===== src/rtl/div_tick_sched.sv =====
// Two-channel programmable tick/clock divider with glitch-free shadow-register
// reconfiguration and a shared phase-alignment (sync) request.
module div_tick_sched #(
  parameter int CW       = 8,
  parameter int DIV0_RST = 17,
  parameter int DIV1_RST = 8
) (
  input  logic          clk16M_in,
  input  logic          rst,
  input  logic          cfg_valid,
  output logic          cfg_ready,
  input  logic          cfg_ch,
  input  logic [CW-1:0] cfg_div,
  input  logic          cfg_en,
  input  logic          sync_req,
  output logic [1:0]    ch_tick,
  output logic [1:0]    ch_clk,
  output logic [1:0]    upd_pend
);

  logic [1:0] pend;

  // A channel with an update in flight refuses further writes until it applies.
  assign cfg_ready = ~pend[cfg_ch];
  assign upd_pend  = pend;

  for (genvar g = 0; g < 2; g++) begin : g_ch
    localparam logic [CW-1:0] RST_DIV = (g == 0) ? CW'(DIV0_RST) : CW'(DIV1_RST);

    logic [CW-1:0] div_act;
    logic [CW-1:0] div_sh;
    logic [CW-1:0] cnt;
    logic          en_act;
    logic          en_sh;
    logic          tick_q;
    logic          clk_q;
    logic          pend_q;
    logic          load;
    logic          wrap;
    logic          apply;

    assign load  = cfg_valid && cfg_ready && (cfg_ch == 1'(g));
    assign wrap  = en_act && !sync_req && (cnt == div_act);
    // Shadow moves to active only at a period boundary (or at once when idle/syncing).
    assign apply = pend_q && (sync_req || !en_act || wrap);

    // NOTE: every register in this block uses <= so that all channel state
    // updates from the same pre-edge values regardless of statement order.
    always_ff @(posedge clk16M_in or posedge rst) begin
      if (rst) begin
        div_act <= RST_DIV;
        en_act  <= 1'b1;
        div_sh  <= '0;
        en_sh   <= 1'b0;
        cnt     <= '0;
        tick_q  <= 1'b0;
        clk_q   <= 1'b0;
        pend_q  <= 1'b0;
      end else begin
        tick_q <= 1'b0;
        if (sync_req) begin
          cnt   <= '0;
          clk_q <= 1'b0;
        end else if (en_act) begin
          if (wrap) begin
            cnt    <= '0;
            tick_q <= 1'b1;
            clk_q  <= ~clk_q;
          end else begin
            cnt <= cnt + CW'(1);
          end
        end

        if (apply) begin
          div_act <= div_sh;
          en_act  <= en_sh;
          pend_q  <= 1'b0;
          if (!en_sh) begin
            cnt   <= '0;
            clk_q <= 1'b0;
          end
        end

        if (load) begin
          div_sh <= cfg_div;
          en_sh  <= cfg_en;
          pend_q <= 1'b1;
        end
      end
    end

    assign pend[g]    = pend_q;
    assign ch_tick[g] = tick_q;
    assign ch_clk[g]  = clk_q;
  end

endmodule


===== config.mk =====
export PLATFORM = sky130hd
export DESIGN_NAME = div_tick_sched
export DESIGN_NICKNAME = d
export VERILOG_FILES = /design/src/rtl/div_tick_sched.sv
export SDC_FILE = /design/constraint.sdc
export NUM_CORES = 1
export LEC_CHECK = 0
export ABC_CLOCK_PERIOD_IN_PS = 2350
export BUFFER_PORTS_ARGS = -buffer_cell sky130_fd_sc_hd__buf_2
export CAP_MARGIN = 40
export CORE_MARGIN = 3
export CORE_UTILIZATION = 46
export DETAILED_ROUTE_END_ITERATION = 16
export PLACE_DENSITY = 0.6
export SLEW_MARGIN = 20
export SYNTH_ARGS = -nofsm -noshare
export SYNTH_HDL_FRONTEND = slang
export SYNTH_SLANG_ARGS = --single-unit

===== constraint.sdc =====
create_clock -name clk16M_in -period 2.35 [get_ports clk16M_in]
set_input_delay 0.235 -clock clk16M_in [delete_from_list [all_inputs] [get_ports clk16M_in]]
set_output_delay 0.235 -clock clk16M_in [all_outputs]
set_load 0.01 [all_outputs]

==> metrics.txt <==
run status finished, final reports clean; CTS clk-pin slew, worst paths 70 ps; Worst Clk Skew 7.750 ps; post_cts resized 0; vias in the first global route 2154; DP Area 3182 um^2; slowest stage delay, CP 770 ps; Cell Count Post-Placement 380; DIE AREA 7680 um^2; Worst EP required 2560 ps; net count of the mapped netlist 317; vias per cell 5.708; Final GP Congestion 0.7803; crit path launch type register; # port buffers 20; total wire length 6.421 mm; final max-slew violation count 0; # setup viols final 0; chip height 87.64 um; initial antenna violation count 0; pwr/cell area 1041 nW/um^2; drt wl/cell 16.17 um; setup bufs post-CTS 0; Layout Area Growth over Synthesis 9.796%; IO Pins 21; RSZ-0062 raised after global routing no; setup_tns 0 ps; post-layout minimum cycle time 1827 ps; number of diodes 0; CP endpoint kind register; commonest non-fill, non-tap cell in the layout dfrtp_1; post-route design area 3366 um^2; Logic pwr share 29.6%; Main synth FF type dfrtp_1; Cell variety after synth 39; total global-route track usage 18.26%; pin count of the biggest net entering global routing 29; NetSw 1.218 mW; Syn Inst Count 301; Avg Inst Size Synth 10.18 um^2; Finished Layout Cells 397; row cnt 29; final worst slack 522.9 ps; ys async rst share 100.0%; CP max-delay cell dfrtp_1; final routed DRC violation total 0; nets@finish 331; Clock power frac 23.4%; power after layout 3.504 mW; CP cell instances nand3b_1, mux2_2; Vias 2266; Final Hold Vio Count 0; Post-Synthesis Cell Area 3065 um^2; peak supply drop 0.4782 mV; worst skew pair latency 330 ps; final core utilization 52.70%; clk buf depth 2; clock sink count 58; Max Cap Violations 0; delay-heaviest family, CP flip-flops; Max Freq 547.3 MHz; Hold Path Class in2reg; Initial Utilization 48.00%; switch share 34.76%; Yosys reg bits 58; first-pass GRT wire length 10.79 mm; DP Wirelength 4.501 mm; Die W 87.64 um; fin crit share 77.75%; EDFF count, synth 0; DP Worst Slack 493.4 ps; TritonCTS clock tree built; Worst Tran Pin Value 670.1 ps; Seq/Total Area, Yosys 47.55%; Root Driver clkbuf_8; drt initial violations 94; 1st-pass router iterations 4; Overflow after GRT 0; Arrival @ worst endpoint 2040 ps; most frequent cells in the layout 53 x dfrtp_1, 25 x nand2_1, 22 x xnor2_1, 20 x buf_2; worst setup path class reg2reg; Core ar. 6386 um^2; Syn. warnings 0; CP Max Fanout 22; WP buf/inv 0; Antenna Nets Post-Route 0; H-tree Lvls 3; cell-internal power 2.286 mW; hold_ws 154.3 ps; Num CTS Buffers 9; Seq pwr share 47.1%; share of cells above drive strength 1 22.50%; Slew headroom 55.33%; Leakage Power 1.386 nW
[cells by family after synthesis]
| family | after synthesis | share of synthesized area, % |
|---|---|---|
| AO/OA/AOI/OAI | 62 | 15.35 |
| XOR/XNOR | 28 | 8.000 |
| adder cells (fa/ha/maj) | 2 | 0.8162 |
| buffers and inverters | 44 | 6.775 |
| flip-flops | 58 | 47.55 |
| multiplexers | 19 | 6.939 |
| AND/OR/NAND/NOR | 88 | 14.57 |
[worst paths after layout]
kind	start	to	slack (ps)	cells past startpoint
max	g_ch[1].pend_q	g_ch[1].div_sh[0]	520	2
min	cfg_div[0]	g_ch[0].div_sh[0]	150	2
max reg2reg	g_ch[1].pend_q	g_ch[1].div_sh[0]	520	2
min reg2reg	g_ch[1].div_sh[7]	g_ch[1].div_sh[7]	510	1
max in group asynchronous	rst	g_ch[0].div_act[0]	1260	4
min in group asynchronous	rst	g_ch[1].cnt[3]	380	3
[power groups by stage]
stage	sequential (mW)	clock (mW)	combinational [mW]
3_3_place_gp	1.65	0	1.02
3_5_place_dp	1.67	0	1.04
5_1_grt	1.70	0.877	1.17
4_1_cts	1.65	0.837	1.05
6_report	1.65	0.818	1.04
2_1_floorplan	1.51	0	0.948
[state kept, by name, indices dropped and copies added, names as in the netlist]
name          cells
g_ch.div_act     16
g_ch.pend_q       2
g_ch.en_sh        2
g_ch.tick_q       2
g_ch.clk_q        2
g_ch.div_sh      16
g_ch.en_act       2
g_ch.cnt         16
[cell usage after synthesis, types with 2 or more instances]
| cell type | number | share of area, % |
|---|---|---|
| mux2_2 | 18 | 6.6 |
| buf_6 | 2 | 0.73 |
| dfrtp_1 | 53 | 43 |
| and4_1 | 2 | 0.57 |
| a21oi_1 | 9 | 1.5 |
| nand3_1 | 4 | 0.65 |
| inv_1 | 18 | 2.2 |
| a211oi_1 | 5 | 1.2 |
| nor2_1 | 13 | 1.6 |
| nand2_1 | 25 | 3.1 |
| nor3_1 | 18 | 2.9 |
| nand2b_1 | 3 | 0.61 |
| o22ai_1 | 16 | 3.3 |
| clkbuf_1 | 12 | 1.5 |
| nand4_1 | 8 | 1.6 |
| a31o_2 | 2 | 0.57 |
| nand3b_1 | 5 | 1.2 |
| o21ai_0 | 3 | 0.49 |
| ha_1 | 2 | 0.82 |
| xor2_1 | 6 | 1.7 |
| buf_2 | 4 | 0.65 |
| buf_1 | 2 | 0.24 |
| dfstp_2 | 5 | 4.3 |
| a311o_1 | 16 | 5.2 |
| o211ai_1 | 5 | 1.2 |
| nor2b_1 | 4 | 0.82 |
| buf_4 | 6 | 1.5 |
| o21bai_1 | 3 | 0.73 |
| xnor2_1 | 22 | 6.3 |
[area by class of cell]
cell class | instances | area [um^2]
Multi-Input combinational cell | 199 | 1400
Clock buffer | 13 | 158.9
Tap cell | 77 | 96.34
Clock inverter | 3 | 15.01
Timing Repair Buffer | 29 | 170.2
Sequential cell | 58 | 1458
Fill cell | 598 | 3020
Inverter | 18 | 67.56
[per-layer routing]
layer	wire length [um]	global-route usage [%]	part of all wire, %	vias up
met5	0	0	0	-
met4	80	7.950	1.2	0
met3	212	3.293	3.3	8
met2	2775	25.68	43	31
met1	3352	27.38	52	1115
li1	-	-	-	1112
[timing repair]
item / 4_1_cts / 5_1_grt
setup endpoints to repair: 0 / 0
hold buffers: 1 / 0
hold endpoints to repair: 10 / 0
Power figures use the tool's default switching activity.
